--- src/rtl/eq_band_scheduler_pkg.sv ---
// rtl/eq_band_scheduler_pkg.sv - shared widths, types and helpers for the three-band EQ scheduler
package eq_pkg;

  localparam int DATA_W = 16;
  localparam int COEF_W = 16;
  localparam int NBANDS = 3;
  localparam int ACC_W  = DATA_W + 2;

  typedef logic signed [COEF_W-1:0] coef_t;

  localparam coef_t COEF_ONE = 16'h4000;

  typedef struct packed {
    coef_t b0;
    coef_t b1;
    coef_t b2;
    coef_t a1;
    coef_t a2;
  } biquad_coefs_t;

  typedef enum logic [1:0] {IDLE, ISSUE, WAIT, SUM} sched_state_t;

  // Unity passthrough: only band 0 b0 is 1.0.
  function automatic biquad_coefs_t reset_coefs(input int band);
    biquad_coefs_t c;
    c = '0;
    if (band == 0) c.b0 = COEF_ONE;
    return c;
  endfunction

  // Returns {found, index} of the lowest unmuted band at or above 'from'.
  function automatic logic [2:0] first_band(input logic [NBANDS-1:0] mute, input logic [2:0] from);
    logic [2:0] r;
    r = '0;
    for (int b = NBANDS - 1; b >= 0; b--) begin
      if (b >= int'(from) && !mute[b]) r = {1'b1, 2'(b)};
    end
    return r;
  endfunction

  function automatic logic [DATA_W-1:0] sat_acc(input logic [ACC_W-1:0] a);
    if (a[ACC_W-1:DATA_W-1] == '0 || a[ACC_W-1:DATA_W-1] == '1) return a[DATA_W-1:0];
    else if (a[ACC_W-1]) return {1'b1, {(DATA_W-1){1'b0}}};
    else return {1'b0, {(DATA_W-1){1'b1}}};
  endfunction

endpackage

--- src/rtl/eq_band_scheduler_if.sv ---
// rtl/eq_band_scheduler_if.sv - start/done handshake between the scheduler and the shared biquad engine
interface eq_band_scheduler_if;
  import eq_pkg::*;

  logic                  eng_start;
  logic [1:0]            eng_band;
  logic [DATA_W-1:0]     eng_sample;
  logic [5*COEF_W-1:0]   eng_coef;
  logic                  eng_done;
  logic [DATA_W-1:0]     eng_result;

  modport master (
    output eng_start, eng_band, eng_sample, eng_coef,
    input  eng_done, eng_result
  );

  modport slave (
    input  eng_start, eng_band, eng_sample, eng_coef,
    output eng_done, eng_result
  );

endinterface

--- src/rtl/eq_band_scheduler_coef_bank.sv ---
// rtl/eq_band_scheduler_coef_bank.sv - double-buffered per-band coefficient bank
// Shadow takes MCU writes at any time; active is copied from shadow only while the scheduler is idle.
module eq_coef_bank
  import eq_pkg::*;
(
  input  logic                clk,
  input  logic                reset,
  input  logic                wr_en,
  input  logic [3:0]          wr_addr,
  input  logic                wr_a2,
  input  logic [COEF_W-1:0]   wr_data,
  input  logic                commit,
  input  logic                idle,
  input  logic [1:0]          rd_band,
  output biquad_coefs_t       rd_coefs
);

  biquad_coefs_t shadow_q [NBANDS];
  biquad_coefs_t shadow_d [NBANDS];
  biquad_coefs_t active_q [NBANDS];
  biquad_coefs_t active_d [NBANDS];
  logic          pending_q, pending_d;
  logic          copy;

  always_comb begin
    copy      = pending_q && idle;
    pending_d = commit || (pending_q && !copy);
    for (int b = 0; b < NBANDS; b++) begin
      shadow_d[b] = shadow_q[b];
      // Copy reads the pre-write shadow, so a same-cycle write waits for the next commit.
      active_d[b] = copy ? shadow_q[b] : active_q[b];
    end
    if (wr_en && int'(wr_addr[3:2]) < NBANDS) begin
      if (wr_a2) begin
        shadow_d[wr_addr[3:2]].a2 = wr_data;
      end else begin
        case (wr_addr[1:0])
          2'd0:    shadow_d[wr_addr[3:2]].b0 = wr_data;
          2'd1:    shadow_d[wr_addr[3:2]].b1 = wr_data;
          2'd2:    shadow_d[wr_addr[3:2]].b2 = wr_data;
          default: shadow_d[wr_addr[3:2]].a1 = wr_data;
        endcase
      end
    end
  end

  always_ff @(posedge clk or negedge reset) begin
    if (!reset) begin
      for (int b = 0; b < NBANDS; b++) begin
        shadow_q[b] <= reset_coefs(b);
        active_q[b] <= reset_coefs(b);
      end
      pending_q <= 1'b0;
    end else begin
      shadow_q  <= shadow_d;
      active_q  <= active_d;
      pending_q <= pending_d;
    end
  end

  assign rd_coefs = (int'(rd_band) < NBANDS) ? active_q[rd_band] : '0;

endmodule

--- src/rtl/eq_band_scheduler.sv ---
// rtl/eq_band_scheduler.sv - sequences the shared biquad engine over three bands and sums with saturation
// Optional per-band muting is enabled with EQ_BAND_MUTE_EN.
module eq_band_scheduler
  import eq_pkg::*;
#(
  parameter int TIMEOUT = 64
) (
  input  logic                clk,
  input  logic                reset,
  input  logic                sample_valid,
  input  logic [DATA_W-1:0]   sample_in,
  input  logic                wr_en,
  input  logic [3:0]          wr_addr,
  input  logic                wr_a2,
  input  logic [COEF_W-1:0]   wr_data,
  input  logic                commit,
  input  logic                ovr_clr,
`ifdef EQ_BAND_MUTE_EN
  input  logic [NBANDS-1:0]   mute_mask,
`endif
  eq_band_scheduler_if.master eng,
  output logic                out_valid,
  output logic [DATA_W-1:0]   out_sample,
  output logic                busy,
  output logic                overrun,
  output logic                timeout_err
);

  localparam int TW = $clog2(TIMEOUT) + 1;

  localparam logic [1:0] ST_IDLE  = IDLE;
  localparam logic [1:0] ST_ISSUE = ISSUE;
  localparam logic [1:0] ST_WAIT  = WAIT;
  localparam logic [1:0] ST_SUM   = SUM;

  logic [1:0]        state_q, state_d;
  logic [1:0]        band_q, band_d;
  logic [DATA_W-1:0] sample_q, sample_d;
  logic [ACC_W-1:0]  acc_q, acc_d;
  logic [TW-1:0]     tmo_q, tmo_d;
  logic [NBANDS-1:0] mute_q, mute_d, mute_now;
  logic [DATA_W-1:0] out_q, out_d;
  logic              ovr_q, ovr_d;
  logic              tmo_err_q, tmo_err_d;
  logic [2:0]        pick;
  logic              band_tmo;
  biquad_coefs_t     rd_coefs;

`ifdef EQ_BAND_MUTE_EN
  assign mute_now = mute_mask;
`else
  assign mute_now = '0;
`endif

  eq_coef_bank u_bank (
    .clk      (clk),
    .reset    (reset),
    .wr_en    (wr_en),
    .wr_addr  (wr_addr),
    .wr_a2    (wr_a2),
    .wr_data  (wr_data),
    .commit   (commit),
    .idle     (state_q == ST_IDLE),
    .rd_band  (band_q),
    .rd_coefs (rd_coefs)
  );

  always_comb begin
    state_d  = state_q;
    band_d   = band_q;
    sample_d = sample_q;
    acc_d    = acc_q;
    tmo_d    = tmo_q;
    mute_d   = mute_q;
    out_d    = out_q;
    pick     = '0;
    band_tmo = 1'b0;
    case (state_q)
      ST_IDLE: begin
        if (sample_valid) begin
          sample_d = sample_in;
          acc_d    = '0;
          mute_d   = mute_now;
          pick     = first_band(mute_now, 3'd0);
          band_d   = pick[1:0];
          state_d  = ST_ISSUE;
        end
      end
      ST_ISSUE: begin
        tmo_d = '0;
        // Only reachable with a muted band when every band is muted.
        state_d = mute_q[band_q] ? ST_SUM : ST_WAIT;
      end
      ST_WAIT: begin
        band_tmo = !eng.eng_done && (tmo_q == TW'(TIMEOUT - 1));
        if (eng.eng_done) begin
          acc_d = acc_q + {{(ACC_W-DATA_W){eng.eng_result[DATA_W-1]}}, eng.eng_result};
        end else begin
          tmo_d = tmo_q + 1'b1;
        end
        if (eng.eng_done || band_tmo) begin
          pick = first_band(mute_q, {1'b0, band_q} + 3'd1);
          if (pick[2]) begin
            band_d  = pick[1:0];
            state_d = ST_ISSUE;
          end else begin
            state_d = ST_SUM;
          end
        end
      end
      ST_SUM:  state_d = ST_IDLE;
      default: state_d = ST_IDLE;
    endcase
    if (state_d == ST_SUM && state_q != ST_SUM) out_d = sat_acc(acc_d);
  end

  // Sticky flags: a set event in the same cycle as ovr_clr wins.
  assign ovr_d     = (sample_valid && state_q != ST_IDLE) || (ovr_q && !ovr_clr);
  assign tmo_err_d = band_tmo || (tmo_err_q && !ovr_clr);

  always_ff @(posedge clk or negedge reset) begin
    if (!reset) begin
      state_q   <= ST_IDLE;
      band_q    <= '0;
      sample_q  <= '0;
      acc_q     <= '0;
      tmo_q     <= '0;
      mute_q    <= '0;
      out_q     <= '0;
      ovr_q     <= 1'b0;
      tmo_err_q <= 1'b0;
    end else begin
      state_q   <= state_d;
      band_q    <= band_d;
      sample_q  <= sample_d;
      acc_q     <= acc_d;
      tmo_q     <= tmo_d;
      mute_q    <= mute_d;
      out_q     <= out_d;
      ovr_q     <= ovr_d;
      tmo_err_q <= tmo_err_d;
    end
  end

  assign eng.eng_start  = (state_q == ST_ISSUE) && !mute_q[band_q];
  assign eng.eng_band   = band_q;
  assign eng.eng_sample = sample_q;
  assign eng.eng_coef   = (state_q == ST_ISSUE) ? rd_coefs : '0;
  assign out_valid      = (state_q == ST_SUM);
  assign out_sample     = out_q;
  assign busy           = (state_q != ST_IDLE);
  assign overrun        = ovr_q;
  assign timeout_err    = tmo_err_q;

endmodule

--- src/flat_wrapper.sv ---
// flat-port wrapper written by rule: the top's interface ports become plain ports
module eq_band_scheduler_flat import eq_pkg::*;
#(
  parameter int TIMEOUT = 64
)
  (clk, reset, sample_valid, sample_in, wr_en, wr_addr, wr_a2, wr_data, commit, ovr_clr, out_valid, out_sample, busy, overrun, timeout_err, eng_eng_start, eng_eng_band, eng_eng_sample, eng_eng_coef, eng_eng_done, eng_eng_result);
  eq_band_scheduler_if eng_i ();
  input  logic clk;
  input  logic reset;
  input  logic sample_valid;
  input  logic [DATA_W-1:0] sample_in;
  input  logic wr_en;
  input  logic [3:0] wr_addr;
  input  logic wr_a2;
  input  logic [COEF_W-1:0] wr_data;
  input  logic commit;
  input  logic ovr_clr;
  output logic out_valid;
  output logic [DATA_W-1:0] out_sample;
  output logic busy;
  output logic overrun;
  output logic timeout_err;
  output wire logic [$bits(eng_i.eng_start)-1:0] eng_eng_start;
  output wire logic [$bits(eng_i.eng_band)-1:0] eng_eng_band;
  output wire logic [$bits(eng_i.eng_sample)-1:0] eng_eng_sample;
  output wire logic [$bits(eng_i.eng_coef)-1:0] eng_eng_coef;
  input wire logic [$bits(eng_i.eng_done)-1:0] eng_eng_done;
  input wire logic [$bits(eng_i.eng_result)-1:0] eng_eng_result;
  assign eng_eng_start = eng_i.eng_start;
  assign eng_eng_band = eng_i.eng_band;
  assign eng_eng_sample = eng_i.eng_sample;
  assign eng_eng_coef = eng_i.eng_coef;
  assign eng_i.eng_done = eng_eng_done;
  assign eng_i.eng_result = eng_eng_result;
  eq_band_scheduler #(.TIMEOUT(TIMEOUT)) u_core (.clk(clk), .reset(reset), .sample_valid(sample_valid), .sample_in(sample_in), .wr_en(wr_en), .wr_addr(wr_addr), .wr_a2(wr_a2), .wr_data(wr_data), .commit(commit), .ovr_clr(ovr_clr), .eng(eng_i), .out_valid(out_valid), .out_sample(out_sample), .busy(busy), .overrun(overrun), .timeout_err(timeout_err));
endmodule
--- config.mk ---
export PLATFORM = sky130hd
export DESIGN_NAME = eq_band_scheduler_flat
export DESIGN_NICKNAME = d
export VERILOG_FILES = /design/src/rtl/eq_band_scheduler_pkg.sv /design/src/rtl/eq_band_scheduler_if.sv /design/src/rtl/eq_band_scheduler_coef_bank.sv /design/src/rtl/eq_band_scheduler.sv /design/src/flat_wrapper.sv
export SDC_FILE = /design/constraint.sdc
export NUM_CORES = 1
export LEC_CHECK = 0
export ABC_AREA = 1
export CAP_MARGIN = 5
export CORE_MARGIN = 2
export CORE_UTILIZATION = 30
export DETAILED_ROUTE_END_ITERATION = 16
export PLACE_DENSITY = 0.46
export SLEW_MARGIN = 20
export SYNTH_ARGS = -nofsm -noshare
export SYNTH_HDL_FRONTEND = slang
export SYNTH_SLANG_ARGS = --single-unit
--- constraint.sdc ---
create_clock -name clk -period 3.05 [get_ports clk]
set_input_delay 0.4575 -clock clk [delete_from_list [all_inputs] [get_ports clk]]
set_output_delay 0.4575 -clock clk [all_outputs]
set_load 0.02 [all_outputs]
# ---- After elaboration in Yosys (flattened, before gate mapping)
# Index checks and enable logic that the tools add are counted.
dict set report word_totals {
  regBits 544
  wordCells 140
  output_inout_bits 119
}
dict set report op_classes {
  muxes 46
  n_eq_ne 13
  n_addsub 3
  n_reduce_logical 28
  n_lt_le_gt_ge 9
  bitwise 2
}
# op count
set ops {}
lappend ops {{$bwmux 240} 5}
lappend ops {{$demux 80 s2} 5}
lappend ops {{$pmux 240 s3} 1}
lappend ops {{$mux 80} 5}
lappend ops {{$mux 240} 1}
lappend ops {{$bmux 80 s2} 1}
lappend ops {{$mux 64} 1}
lappend ops {{$mux 16} 3}
lappend ops {{$mux 48} 1}
lappend ops {{$mux 18} 2}
lappend ops {{$pmux 18 s2} 1}
lappend ops {{$mux 32} 1}
lappend ops {{$add 18x18->18} 1}
lappend ops {{$mux 3} 5}
lappend ops {{$pmux 7 s2} 1}
lappend ops {{$mux 2} 6}
lappend ops {{$logic_and 1x1->1} 10}
lappend ops {{$eq 2x2->1 const B} 4}
lappend ops {{$pmux 2 s4} 1}
lappend ops {{$add 7x1->7 const B} 1}
lappend ops {{$eq 7x6->1 const B} 1}
lappend ops {{$mux 7} 1}
lappend ops {{$ge 1x3->1 const A} 2}
lappend ops {{$ge 3x3->1 const B} 2}
lappend ops {{20 further kinds} 39}

# ---- Longest topological paths before layout
dict set report logic_depth {
  ltp_word 12
  ltp_mapped 19
  ltp_nobuf 18
}

# ---- By module
# Synthesis repeated with hierarchy kept, for this count alone.
dict set report unflattened {
  hier_cells 3150
  area_unflattened_um2 25988.7
}
# module seq_area_each_um2 instances area_per_inst_um2 cells_per_inst
set modules_own_cells {}
lappend modules_own_cells {eq_coef_bank 12039.0 1 21574.4 2471}
lappend modules_own_cells {eq_band_scheduler 1576.5 1 4414.2 679}

# ---- Worst setup path after synthesis
# OpenSTA, ideal clock, no wires.
dict set report synth_path {
  path_type {in2reg}
  start {in eng_eng_result[0]}
  end {reg u_core.out_q[4], in the netlist u_core.out_sample[4]}
  t_arrival_ns 2.249
  slack_ns 0.683
  required_time_ns 2.931
  setup_ns 0.119
  cell_stages 18
  path_cell_list {ha_1 -> inv_1 -> fa_1 -> inv_1 -> nand3_1 -> nand2_1 -> nand2_1 -> nand2_2 -> nand2_1 -> nand2_1 -> nand2_1 -> nand3_1 -> nand2_4 -> nor2_2 -> nor2_2 -> nor2_4 -> buf_8 -> a21oi_2}
}
dict set report synth_between {
  elab_chain_cells 6
  elab_cells_between_ends 8
}
# item line_no
set synth_lines {}
lappend synth_lines {{start, declared} flat_wrapper.sv:28} ;# input wire logic [$bits(eng_i.eng_result)-1:0] eng_eng_result;
lappend synth_lines {{$add 18x18->18 (*)} eq_band_scheduler.sv:97} ;# acc_d = acc_q + {{(ACC_W-DATA_W){eng.eng_result[DATA_W-1]}}, eng.eng_result};
lappend synth_lines {{$mux 18 (*)} eq_band_scheduler.sv:96} ;# if (eng.eng_done) begin
lappend synth_lines {{$pmux 18 s2 (*)} eq_band_scheduler.sv:78} ;# case (state_q)
lappend synth_lines {{net u_core.acc_d[16]} eq_band_scheduler.sv:39} ;# logic [ACC_W-1:0] acc_q, acc_d;
lappend synth_lines {{$eq 3x3->1 / $logic_not 3->1 (equally long branches)} eq_band_scheduler_pkg.sv:42} ;# if (a[ACC_W-1:DATA_W-1] == '0 || a[ACC_W-1:DATA_W-1] == '1) return a[DATA_W-1:0];
lappend synth_lines {{$logic_or 1x1->1 (*)} eq_band_scheduler_pkg.sv:42}
lappend synth_lines {{$mux 16 (*)} eq_band_scheduler_pkg.sv:42}
lappend synth_lines {{end signal, assigned} eq_band_scheduler.sv:139} ;# out_q <= out_d;
lappend synth_lines {{end, declared} eq_band_scheduler.sv:42} ;# logic [DATA_W-1:0] out_q, out_d;
# Mark *: on every way through the listed nets, which the timed path passes. The rest lies on a longest branch.
# A chain may end at the register's enable or synchronous reset.

# ---- Final worst setup path
dict set report layout_path {
  start {reg u_core.band_q[1], in the netlist u_core.eng.eng_band[1]}
  end {out eng_eng_coef[60]}
}
dict set report layout_between {
  elab_chain_cells 6
  elab_cells_between_ends 7
}
# item line_no
set layout_lines {}
lappend layout_lines {{start, declared} eq_band_scheduler.sv:37} ;# logic [1:0] band_q, band_d;
lappend layout_lines {{start signal, assigned} eq_band_scheduler.sv:134} ;# band_q <= band_d;
lappend layout_lines {{$not 2->3 (implied by the code)} eq_band_scheduler_coef_bank.sv:61} ;# assign rd_coefs = (int'(rd_band) < NBANDS) ? active_q[rd_band] : '0;
lappend layout_lines {{$bmux 80 s2} eq_band_scheduler_coef_bank.sv:61}
lappend layout_lines {{$mux 80 (implied by the code) (2 in a row)} eq_band_scheduler_coef_bank.sv:61}
lappend layout_lines {{$mux 80 (*)} eq_band_scheduler_coef_bank.sv:61}
lappend layout_lines {{$mux 80 (*)} eq_band_scheduler.sv:148} ;# assign eng.eng_coef = (state_q == ST_ISSUE) ? rd_coefs : '0;
lappend layout_lines {{end, declared} flat_wrapper.sv:26} ;# output wire logic [$bits(eng_i.eng_coef)-1:0] eng_eng_coef;
# Mark *: on every way between the ends. The rest lies on a longest branch, timed or not. The select of a mux whose other input is x is not followed.

==> metrics.cfg <==
[sta]
timing.final.ws_setup_ns=0.107
hold_viol=0
fin_skew_ns=0.0250
max_freq_ghz=0.340
min_period_over_period=0.965
min_period_ns=2.94
tns_ns=0
finalMaxSlewViolations=0
setup_viol=0
slew-limit-headroom=0.450
worst_pin_slew_ns=0.823

[status]
status=finished clean

[routing]
routed_wl_um=78300
ant_nets=0
drt_first_pass_iters=5
num_vias=19100
remaining_drc_errors=0
drtIter0Drc=1412
via_per_inst=4.71
post_drt_wl_per_cell_um=19.3

[hold_path]
hp-class=input port to asynchronous set/reset pin

[floorplan]
fp.dieH_um=289
io_pins=179
die_x_um=289
start_util=0.303
die_area_um2=83500
rows=104
core_area_um2=80400

[global_routing]
grt_max_degree=92
grt-ovfl-total=0
grt_pass1_vias=19500
grt_pass1_wl_um=119000
grtUsageTotal=0.186
antenna_found_initial=2

[worst_setup_path]
crit_chain=nor2_4 -> buf_4 -> bufbuf_16 -> a22oi_1 -> nand2_2 -> nand2_1 -> inv_1 -> dlygate4sd2_1
path_max_fanout=11
endpoint_kind=primary output
critPathArrivalTime_ns=2.49
crit_start=u_core.eng.eng_band[1]$_DFFE_PN0P_
start_kind=register
ff2ff_path_depth=18
critPathKind=register to primary output
cp_slowest_cell=dfrtp_4
required_ns=2.59
r2r_start=u_core.acc_q[0]$_DFF_PN0_
crit_path_max_incr_delay_ns=0.57

[place]
dp_hpwl_um=50500
port_buffers=178
place.gp.congestion=0.871
detailedPlace.worstSlack_ns=0.0740
placed_cell_area_um2=27900

[clock_network]
clkTransAtPathRegs_ns=0.06
ctsRootBufferMaster=clkbuf_16
cts_buffers=66
cts.sinks=544
cts.path.max_buffers=3
cts.htree.levels=3
cts_tree=built
clk_latency_ns=0.60

[finish]
final_layout_size_suffix_gt1_frac=0.139
fin_nets=3030
multi_input_area_um2=8520
seqCellArea_um2=13600
syn_to_final_growth_pct=24.0
fillers=8165
postLayoutCoreUtil=0.376
design_area_um2=30200

[synth]
synth_cells=2755
yosys.cell_types.count=43
synth_seq_cells=544
synth_nets=2834
yosysMostFrequentCell=nand2_1
synth_edf_count=0
yosysTopAreaCellShare=0.557
synth_warnings=0
ys.flop_type=dfrtp_1
avgSynthCellArea_um2=8.84
yosysTopAreaCell=dfrtp_1
syn_area_um2=24400
synth.area.top_cells=dfrtp_1, nand2_1, o21ai_0
synthTopCellsByCount=nand2_1, dfrtp_1, inv_1, o21ai_0, mux2_2
async_flop_share=1.00
synth-seq-area-share=0.559

[power_and_ir_drop]
power_density_nw_per_um2=954
p_leak_nw=15.6
max-vdd-ir-drop_mv=0.584

[flow_run]
max_cap_violations=0

[layout make-up]
| type | instances | area share |
|---|---|---|
| antenna | 2 | 0.000166 |
| clock buffer | 101 | 0.0667 |
| clock inverter | 19 | 0.00882 |
| inverter | 441 | 0.0548 |
| multi-input combinational | 1624 | 0.282 |
| sequential | 544 | 0.451 |
| tap | 1060 | 0.0439 |
| timing repair buffer | 274 | 0.0927 |
[state kept, by name, summed over array words and instances (netlist names)]
register                 flops
u_core.acc_q                18
u_core.eng.eng_band          2
u_core.eng.eng_sample       16
u_core.out_sample           16
u_core.overrun               1
u_core.state_q               2
u_core.timeout_err           1
u_core.tmo_q                 7
u_core.u_bank.active_q     240
u_core.u_bank.pending_q      1
u_core.u_bank.shadow_q     240
[where the power goes]
group / internal (mW) / switching, mW
logic: 3.96 / 6.07
clock network: 5.01 / 3.20
registers: 9.43 / 1.15
[cell families after synthesis]
logic type,synth area share
and+or+nand+nor,0.159
buffers and inverters,0.0939
DFF,0.559
AOI/OAI and AO/OA,0.123
muxes,0.0536
adders and majority gates,0.0101
xor gates and xnor gates,0.00144
[stage by stage]
| step | total power [mW] | hold WS, ns | instances |
|---|---|---|---|
| after floorplan | 16.6 | 0.162 | 2755 |
| after global placement | 20.5 | 0.463 | 3934 |
| after detailed placement | 20.7 | 0.469 | 3934 |
| after CTS | 29.1 | 0.423 | 4060 |
| after global routing | 30.7 | 0.454 | 4064 |
| final | 28.8 | 0.406 | 4065 |
[worst paths after layout]
kind | slack (ns) | end
worst min-delay path | 0.41 | u_core.u_bank.active_q[103]$_DFFE_PN0P_
worst max register to register | 0.67 | u_core.out_sample[2]$_DFFE_PN0P_
worst max-delay path | 0.11 | eng_eng_coef[60]
worst min register to register | 0.48 | u_core.u_bank.shadow_q[21]$_DFFE_PN0P_
max in group asynchronous | 1.67 | u_core.eng.eng_sample[13]$_DFFE_PN0P_
min in group clk | 0.48 | u_core.u_bank.shadow_q[21]$_DFFE_PN0P_
[repair_timing]
action	4_1_cts	5_1_grt
setup buffers	2	1
pin swaps	1	1
endpoints found under the setup margin	80	16
hold buffers	1	0
gates resized for setup	81	81
gates cloned	3	2
endpoints found under the hold margin	55	0
[per-layer routing]
layer / GRT usage / vias up / part of all wire
met5: 0 / - / 0.00018
met4: 0.0474 / 2 / 0.020
met3: 0.0278 / 94 / 0.037
met2: 0.301 / 392 / 0.47
met1: 0.262 / 9496 / 0.47
li1: - / 9154 / -
[layout by cell type (no fill, tap or decap), types with 4 or more instances in the layout]
cell type          n
nand2_1          721
clkdlybuf4s15_1    7
clkbuf_2          32
nor2_1            85
dlymetal6s2s_1     7
dlygate4sd2_1     34
a21oi_2           12
nand2_2           14
nand2_4            4
inv_1            435
mux2_2           116
bufinv_16          5
nand3_1           99
o22ai_1           67
dfrtp_1          540
a21oi_1           18
buf_4             60
clkbuf_16         70
clkbuf_1          14
a22oi_1           66
o21ai_1            4
o21ai_0          354
nor2_2             9
inv_2              6
buf_12            25
clkinv_2           6
clkdlybuf4s50_1   97
clkbuf_8          19
ha_1              18
nor2_4             9
[critical path: cells and delay by family (launching register included)]
family	cells	cell delay (ns)
compound gates	1	0.09
buf+inv	4	0.84
flops	1	0.57
simple gates	3	0.38
No activity file was read; power rests on OpenSTA's default activity.
==> variant (same flow settings) <==
`TIMEOUT` is set to 64 in 2 places; all go to 128.
--- a/src/rtl/eq_band_scheduler.sv
+++ b/src/rtl/eq_band_scheduler.sv
@@ -5,3 +5,3 @@
 #(
-  parameter int TIMEOUT = 64
+  parameter int TIMEOUT = 128
 ) (
--- a/src/flat_wrapper.sv
+++ b/src/flat_wrapper.sv
@@ -3,3 +3,3 @@
 #(
-  parameter int TIMEOUT = 64
+  parameter int TIMEOUT = 128
 )
Formal check against the unedited RTL: same outputs for any inputs over 4 cycles, from zero or initial values and one cycle with reset low; that may be too few to reach the edited logic, so the function may still have changed.
==> variant against the unedited design <==
  * Setup slack worse by 0.011 ns
  * Critical path depth stayed put
  * Wire length down 1.5%
  * Die area hardly changed
  * Total power increased by 3.4%
  * Final area down 0.25%
  * Non-clock buffer count unchanged
  * Core utilization shrank 0.15 points
  * Area after synthesis about the same
  * Combinational power up 14%
  * First-iteration DRC count decreased by 1.6%
  * Sequential cell count up 1
  * Worst hold slack better by 0.015 ns
  * Largest power group is now combinational logic
==> variant: results (changes against the unedited design) <==
Outcome
  • Run status: finished, final reports clean

Detailed routing
  • Initial DRC count: 1390 (-1.6%)
  • Pre-antenna DRT Iters: 6 (+1)
  • DR WL/cell: 19.20 um (-0.31%)

Power and ir drop
  • Worst VDD drop: 525.9 uV (-10%)
  • Leak Pwr: 0.01533 uW (-1.5%)
  • Post-route total power: 29810 uW (+3.4%)

Yosys
  • Mean cell area of the mapped netlist: 8.966 um^2 (+1.4%)
  • Syn_nets: 2798 (-1.3%)
  • Share of the synthesized area in compound gates (AO/OA/AOI/OAI): 11.51% (-0.78 points)

Worst setup path
  • Worst reg-to-reg setup slack: 0.62 ns (-0.05 ns)
  • R2r worst-path depth: 16 (-2)

STA
  • Transition time of the tightest slew-check pin: 1.032 ns (+0.2092 ns)
  • Final cycle utilization of the critical path: 96.85% (+0.37 points)

Clocking
  • Post-CTS resize count: 75 (-7.4%)
  • CTS sink cnt: 545 (+0.18%)
  • Count of H-tree levels built during CTS: 2 (-1)
  • Number of buffers added by the clock tree synthesis step: 61 (-7.6%)

Placement
  • Gpl congestion: 0.8513 (-2.3%)
  • Total instance count after detailed placement: 3895 (-0.99%)

Layout
  • Count of inserted antenna diode cells: 0 (-2)
  • Multi-input comb cells: 1652 (+1.7%)
  • Clock buffer instance count of the final layout: 90 (-11%)
  • Layout cell share with drive strength beyond 1: 14.17% (+0.32 points)

Global routing
  • Pin count of the biggest net entering global routing: 128 (+39%)
variant: changes by cell type in the layout (fill, tap and decap cells not counted), moves of 9 or more:
cell / unedited run / this run
sky130_fd_sc_hd__o22ai_1: 67 / 27
sky130_fd_sc_hd__a22oi_1: 66 / 78
sky130_fd_sc_hd__clkinv_2: 6 / 15
sky130_fd_sc_hd__dlygate4sd2_1: 34 / 54
sky130_fd_sc_hd__dlymetal6s2s_1: 7 / 16
sky130_fd_sc_hd__mux2_2: 116 / 138
sky130_fd_sc_hd__nor2_1: 85 / 61
sky130_fd_sc_hd__o21ai_0: 354 / 323
sky130_fd_sc_hd__clkbuf_2: 32 / 7
sky130_fd_sc_hd__inv_1: 435 / 361
sky130_fd_sc_hd__nand2_1: 721 / 789
variant: routing by layer:
metal  track usage [%]  vias up  wire, um
li1                  -     9041         -
met1             25.96     9376     36080
met2             30.20      421     35620
met3             2.937       80      3679
met4             4.742        0      1717
met5                 0        -         0
